**config.mk**
```make
export PLATFORM = sky130hd
export DESIGN_NAME = sram_access_ctrl
export DESIGN_NICKNAME = d
export VERILOG_FILES = /design/src/rtl/sram_pkg.sv /design/src/rtl/sram_wait_counter.sv /design/src/rtl/sram_access_ctrl.sv
export SDC_FILE = /design/constraint.sdc
export NUM_CORES = 1
export LEC_CHECK = 0
export ABC_AREA = 1
export BUFFER_PORTS_ARGS = -buffer_cell sky130_fd_sc_hd__buf_2
export CAP_MARGIN = 20
export CORE_MARGIN = 1
export CORE_UTILIZATION = 28
export DETAILED_ROUTE_END_ITERATION = 10
export MAX_ROUTING_LAYER = met4
export PLACE_DENSITY = 0.54
export SLEW_MARGIN = 0
export SYNTH_ARGS = -nofsm -noshare
export SYNTH_HDL_FRONTEND = slang
export SYNTH_SLANG_ARGS = --single-unit
```
**constraint.sdc**
```tcl
create_clock -name Clk -period 2.9 [get_ports Clk]
set_clock_uncertainty 0.15 [all_clocks]
set_input_delay 0.145 -clock Clk [delete_from_list [all_inputs] [get_ports Clk]]
set_output_delay 0.145 -clock Clk [all_outputs]
set_load 0.02 [all_outputs]
```
**src/rtl/sram_pkg.sv**
```systemverilog
// Shared state, request and width definitions for the async SRAM access controller.
package sram_pkg;

  localparam int SRAM_DATA_W = 16;
  localparam int SRAM_ADDR_W = 20;

  typedef enum logic [1:0] {
    IDLE,
    SETUP,
    ACCESS,
    HOLD
  } sram_state_t;

  typedef struct packed {
    logic                   we;
    logic [SRAM_ADDR_W-1:0] addr;
    logic [SRAM_DATA_W-1:0] wdata;
    logic [1:0]             be;
  } sram_req_t;

endpackage

```
**src/rtl/sram_wait_counter.sv**
```systemverilog
// Loadable down-counter with a terminal-count flag; times the SRAM ACCESS phase.
module sram_wait_counter #(
  parameter int CNT_W = 1
) (
  input  logic             i_clk,
  input  logic             i_rst,
  input  logic             i_load,
  input  logic [CNT_W-1:0] i_load_val,
  input  logic             i_dec,
  output logic             o_zero
);

  logic [CNT_W-1:0] r_count;

  always_ff @(posedge i_clk or posedge i_rst) begin
    if (i_rst) begin
      r_count <= '0;
    end else if (i_load) begin
      r_count <= i_load_val;
    end else if (i_dec && (r_count != '0)) begin
      r_count <= r_count - CNT_W'(1);
    end
  end

  assign o_zero = (r_count == '0);

endmodule

```
**src/rtl/sram_access_ctrl.sv**
```systemverilog
// Single-word read/write sequencer for a 16-bit async SRAM (IDLE/SETUP/ACCESS/HOLD).
// Optional per-byte strobes on UB/LB are enabled with `define SRAM_BYTE_MASK_EN.
module sram_access_ctrl
  import sram_pkg::*;
#(
  parameter int ADDR_W      = SRAM_ADDR_W,
  parameter int WAIT_CYCLES = 2
) (
  input  logic                   Clk,
  input  logic                   Reset,
  input  logic                   req_valid,
  output logic                   req_ready,
  input  logic                   req_we,
  input  logic [ADDR_W-1:0]      req_addr,
  input  logic [SRAM_DATA_W-1:0] req_wdata,
  input  logic [1:0]             req_be,
  output logic                   rsp_valid,
  output logic [SRAM_DATA_W-1:0] rsp_rdata,
  output logic                   CE,
  output logic                   UB,
  output logic                   LB,
  output logic                   OE,
  output logic                   WE,
  output logic [ADDR_W-1:0]      SRAM_ADDR,
  output logic [SRAM_DATA_W-1:0] Data_to_SRAM,
  input  logic [SRAM_DATA_W-1:0] Data_from_SRAM,
  output logic                   sram_drive
);

  localparam int CNT_W = (WAIT_CYCLES > 1) ? $clog2(WAIT_CYCLES) : 1;

  if (WAIT_CYCLES < 1) begin : g_bad_wait
    $error("sram_access_ctrl: WAIT_CYCLES must be at least 1");
  end
  if (ADDR_W > SRAM_ADDR_W) begin : g_bad_addr
    $error("sram_access_ctrl: ADDR_W exceeds SRAM_ADDR_W");
  end

  sram_state_t           r_state;
  sram_req_t             r_req;
  sram_req_t             w_req;
  logic                  r_ready;
  logic                  r_rsp_valid;
  logic [SRAM_DATA_W-1:0] r_rdata;
  logic                  r_ce_n;
  logic                  r_ub_n;
  logic                  r_lb_n;
  logic                  r_oe_n;
  logic                  r_we_n;
  logic                  r_drive;
  logic [1:0]            w_lane_n;
  logic                  w_cnt_load;
  logic                  w_cnt_dec;
  logic                  w_cnt_zero;
  logic                  w_unused_be;

  assign w_req = '{we: req_we, addr: SRAM_ADDR_W'(req_addr), wdata: req_wdata, be: req_be};

`ifdef SRAM_BYTE_MASK_EN
  assign w_lane_n = ~req_be;
`else
  assign w_lane_n = 2'b00;
`endif

  // The latched byte enables only steer the lane strobes, which are registered at accept.
  assign w_unused_be = ^r_req.be;

  assign w_cnt_load = (r_state == SETUP);
  assign w_cnt_dec  = (r_state == ACCESS);

  sram_wait_counter #(
    .CNT_W(CNT_W)
  ) u_wait_counter (
    .i_clk      (Clk),
    .i_rst      (Reset),
    .i_load     (w_cnt_load),
    .i_load_val (CNT_W'(WAIT_CYCLES - 1)),
    .i_dec      (w_cnt_dec),
    .o_zero     (w_cnt_zero)
  );

  always_ff @(posedge Clk or posedge Reset) begin
    if (Reset) begin
      r_state     <= IDLE;
      r_req       <= '0;
      r_ready     <= 1'b1;
      r_rsp_valid <= 1'b0;
      r_rdata     <= '0;
      r_ce_n      <= 1'b1;
      r_ub_n      <= 1'b1;
      r_lb_n      <= 1'b1;
      r_oe_n      <= 1'b1;
      r_we_n      <= 1'b1;
      r_drive     <= 1'b0;
    end else begin
      case (r_state)
        IDLE: begin
          if (req_valid && r_ready) begin
            r_req   <= w_req;
            r_state <= SETUP;
            r_ready <= 1'b0;
            r_ce_n  <= 1'b0;
            r_ub_n  <= w_lane_n[1];
            r_lb_n  <= w_lane_n[0];
            r_oe_n  <= req_we;
            r_drive <= req_we;
          end
        end
        SETUP: begin
          // Address and data have had a full cycle of setup before WE falls.
          r_state <= ACCESS;
          if (r_req.we) begin
            r_we_n <= 1'b0;
          end
        end
        ACCESS: begin
          if (w_cnt_zero) begin
            r_state     <= HOLD;
            r_rsp_valid <= 1'b1;
            if (r_req.we) begin
              r_we_n <= 1'b1;
            end else begin
              r_oe_n  <= 1'b1;
              r_rdata <= Data_from_SRAM;
            end
          end
        end
        HOLD: begin
          r_state     <= IDLE;
          r_ready     <= 1'b1;
          r_rsp_valid <= 1'b0;
          r_ce_n      <= 1'b1;
          r_ub_n      <= 1'b1;
          r_lb_n      <= 1'b1;
          r_oe_n      <= 1'b1;
          r_we_n      <= 1'b1;
          r_drive     <= 1'b0;
        end
        default: r_state <= IDLE;
      endcase
    end
  end

  assign req_ready    = r_ready;
  assign rsp_valid    = r_rsp_valid;
  assign rsp_rdata    = r_rdata;
  assign CE           = r_ce_n;
  assign UB           = r_ub_n;
  assign LB           = r_lb_n;
  assign OE           = r_oe_n;
  assign WE           = r_we_n;
  assign SRAM_ADDR    = r_req.addr[ADDR_W-1:0];
  assign Data_to_SRAM = r_req.wdata;
  assign sram_drive   = r_drive;

endmodule

```
==> results.md <==
- The post-synthesis mux area share is 0%.
- The category of the worst setup path launch point is a register.
- The number of maximum-capacitance constraint violations is 0.
- The critical path is of the reg -> reg type.
- Of the total synthesized cell area, the portion taken by AND, OR, NAND and NOR gates is between 20% and 30%.
- During synthesis, Yosys emitted a total of 0 warnings.
- After Yosys synthesis, XOR and XNOR cells account for 0% of the synthesized area.
- The sum of net half-perimeters after detailed placement is 4040 µm.
- Setup violations remaining at the end of the flow were counted as 0.
- Summing the areas of all compound-gate instances in the mapped netlist gives ~4.3% of the synthesized area.
- The share of total power dissipated in combinational logic is 45.1%.
- The number of diodes is 0.
- The die covers ~10,000 µm².
- At the later pin of the worst-skew pair, clock insertion delay measures roughly 0.33 ns.
- In the routed design, unresolved DRC markers number 0.
- The setup slack on the worst flop-to-flop path is around 0.96 ns.
- For the pin with the worst max-slew slack, the measured transition is 0.886 ns.
- Once detail routing completed, the nets flagged for antenna violations numbered 0.
- After synthesis, the largest family of logic cells by area is simple AND/OR/NAND/NOR gates.
- The number of post-CTS setup repair buffers is 0.
- The required time of the worst setup path is 2.94 ns.
- The sequential share of the synthesized area is 54.6%.
- After detailed routing, the average wire length per cell comes to 11.1 µm.
- The hold path startpoint is req_valid.
- The data arrival at the endpoint of the critical path is between 1.5 and 2 ns.
- The initial core utilization is between 20% and 30%.
- Across the VDD grid, the largest voltage drop is between 0.5 and 0.6 mV.
- In the finished design, the share of the clock period the worst path needs comes to between 60% and 70%.
- Yosys mapped the design onto 19 distinct sky130hd cell types.
- The leakage power total is around 2.2 nW.
- In this run the horizontal extent of the chip is between 100 and 150 µm.
- The synthesized netlist occupies a cell area of about 2800 µm².
- The worst hold path was traced through 5 stages.
- Clock tree synthesis selected as its root buffer the cell sky130_fd_sc_hd__clkbuf_8.
- For this run, the top clock speed supported by timing is a little over 0.5 GHz.
- Net switching is 42.9% of the power.
- The number of endpoints with negative hold slack in the final report is 0.
- Of the total power, the clock network draws between 10% and 20%.
- The y dimension of the die is roughly 100 µm.
- The share of cells above drive strength 1 is 30.9%.
- The internal power of the cells is ~2.3 mW.
- The shortest clock period the worst path allows after layout is between 1.5 and 2 ns.
- The relative max-transition margin is 40.9%.
- Setup total negative slack on the finished layout was measured at 0 ns.
- The relative contribution of sequential cells to total power is between 30% and 40%.
- The adder and majority gate portion of the synthesized area is approximately 2.2%.
- The clock passes through at most 2 buffers.
- Global routing used between 10 and 15% of the available tracks.
- Synthesis inferred around 60 register bits.
- The area of the core region is approximately 10000 µm².
- For this block, the initial DRC count from the detailed router was 56.
- The TritonCTS clock tree is done.
- The number of cells traversed by the worst register-to-register path is 5.
- The last weighted congestion value of the routability-driven placer is between 0.7 and 0.8.
- The wire length of the first global-routing pass is around 10,000 µm.
- Setup repair after global routing left no endpoint under its margin.
- The first detailed-routing pass took 4 iterations.
- The flow ran to the end, and the final reports show no timing, DRC or antenna violations.
- Total power for the finished layout comes to 4.04 mW.
- In this run the tool buffered the top-level ports with 115 buffer cells.
- The number of instances in the synthesized netlist is around 320.
- The startpoint of the most critical register-to-register path is r_state[0].
- Dividing total power by cell area gives a power density of between 1000 and 1500 nW/µm².
- The via count of the first global-routing pass came to approximately 2,300.
- In the layout the commonest cells are sky130_fd_sc_hd__nand2_1, sky130_fd_sc_hd__buf_2, sky130_fd_sc_hd__dfrtp_1, sky130_fd_sc_hd__dlygate4sd3_1, sky130_fd_sc_hd__inv_1.
- The number of instances resized during post-cts repair is 0.
- The tree built by TritonCTS fans out to around 60 sinks.
- The post-detailed-routing wire length is 6580 µm.
- The count of vias placed by the detailed router is 2,362.
- The number of antenna violations at the first check in global routing came to 0.
- The highest fanout seen on the critical path is 32.
- Compared with the post-synthesis result, the final layout area differs by 39.6%.
- The total nets after synthesis is ~380.
- The worst hold path terminates at LB.
- Pin placement for this block handled 118 I/O pins.
- Each instance of the synthesized netlist takes up on average about 8.7 µm².
- The number of clock buffers added by TritonCTS is 9.
- The net switching component of the power is between 1.5 and 2 mW.
- The kind of end point of the critical path is a register.
- The via-per-instance ratio is ~4.
- At the end of the flow, the number of nets in the layout was roughly 520.
- In this run the worst hold path is classified as in -> reg.
- The largest net degree at the start of global routing is between 40 and 50.
- After clock tree synthesis, the clock-pin slew on the worst setup and hold paths is ~0.080 ns.
- The placement row count is 36.
- The max-slew violation total from the final report is 0.
- Global routing finished with a remaining overflow of 0.
- The commonest non-fill, non-tap cell in the layout is sky130_fd_sc_hd__nand2_1.
- The H-tree was split into 3 levels.
- The end of the worst register-to-register path is rsp_rdata[7].
==> logic make-up (layout without fill, tap and decap cells) <==
kind of cell / count (synthesis) / count (layout)
buffers and inverters: 77 / 215
AND/OR/NAND/NOR: 155 / 155
adder cells (fa/ha/maj): 5 / 5
flip-flops: 61 / 61
AO/OA/AOI/OAI: 23 / 23
==> final cells by class <==
class | instances | area, µm²
fill | 1018 | 5810
sequential | 61 | 1530
timing repair buffer | 172 | 1140
multi-input combinational | 183 | 787
tap | 133 | 166
clock buffer | 11 | 141
inverter | 27 | 101
clock inverter | 5 | 50.0
==> how the worst max path moves through the flow <==
stage,startpoint,endpoint,slack [ns]
after floorplan,Reset,Data_to_SRAM[0],1.10
after global placement,r_state[0],rsp_rdata[4],1.04
after detailed placement,r_state[0],rsp_rdata[13],0.99
after CTS,r_state[0],rsp_rdata[13],0.97
after global routing,r_state[0],rsp_rdata[7],0.75
final,r_state[0],rsp_rdata[7],0.96
==> sequential cells by signal, indices dropped and copies added, names as in the netlist, 2 cells and up <==
register	cells
SRAM_ADDR	20
Data_to_SRAM	16
rsp_rdata	16
r_state	2
==> power groups by stage <==
stage          clock (mW)  sequential [mW]  combinational [mW]
2_1_floorplan           0             1.63                1.40
3_3_place_gp            0             1.47                1.75
3_5_place_dp            0             1.48                1.78
4_1_cts             0.772             1.48                1.83
5_1_grt             0.804             1.52                2.02
6_report            0.740             1.48                1.82
==> metrics by stage <==
step / std cells / worst slack (ns) / cell area, µm² / utilization [%] / hold WS [ns]
floorplan: 321 / 1.10 / 2800 / - / 0.112
global placement: 522 / 1.04 / 3180 / 32.7 / 0.198
detailed placement: 522 / 0.990 / 3180 / 32.7 / 0.202
CTS: 592 / 0.972 / 3920 / 40.2 / 0.0501
global route: 592 / 0.746 / 3920 / 40.2 / 0.100
finish: 592 / 0.960 / 3920 / 40.2 / 0.0673
==> cell usage after synthesis <==
library cell               instances  area [µm²]
sky130_fd_sc_hd__buf_2             5        25.0
sky130_fd_sc_hd__a21oi_1           1        5.00
sky130_fd_sc_hd__nor2_4            1        11.3
sky130_fd_sc_hd__o21ai_0           4        20.0
sky130_fd_sc_hd__inv_1            25        93.8
sky130_fd_sc_hd__o21ai_1          16        80.1
sky130_fd_sc_hd__ha_1              5        62.6
sky130_fd_sc_hd__nand3_2           1        10.0
sky130_fd_sc_hd__o21bai_1          2        15.0
sky130_fd_sc_hd__buf_4            39         293
sky130_fd_sc_hd__or2_2             1        6.26
sky130_fd_sc_hd__buf_6             6        67.6
sky130_fd_sc_hd__nand4_1           2        12.5
sky130_fd_sc_hd__inv_2             2        7.51
sky130_fd_sc_hd__nand2_1         145         544
sky130_fd_sc_hd__nor2_1            4        15.0
sky130_fd_sc_hd__nand3_1           1        5.00
sky130_fd_sc_hd__dfstp_2           3        78.8
sky130_fd_sc_hd__dfrtp_1          58        1450
==> critical path, cell delays in order, from the launching register on <==
cell and delay, ns:
sky130_fd_sc_hd__dfrtp_1 0.42, sky130_fd_sc_hd__inv_1 0.11, sky130_fd_sc_hd__ha_1 0.30, sky130_fd_sc_hd__nand3_2 0.51, sky130_fd_sc_hd__nand2_1 0.21, sky130_fd_sc_hd__o21ai_1 0.09
==> timing repair <==
item | in CTS | in global routing
hold endpoints to repair | 92 | 0
hold buffers | 54 | 0
endpoints found under the setup margin | 0 | 0
==> layer usage <==
metal	global-route usage [%]	share of wire (%)	wire, µm	up-vias
li1	-	-	-	1196
met1	14.5	45	2980	1083
met2	21.9	48	3140	77
met3	3.76	6.2	411	6
met4	4.95	0.78	51	0
met5	-	0	0	-
(Power assumes the default switching activity.)
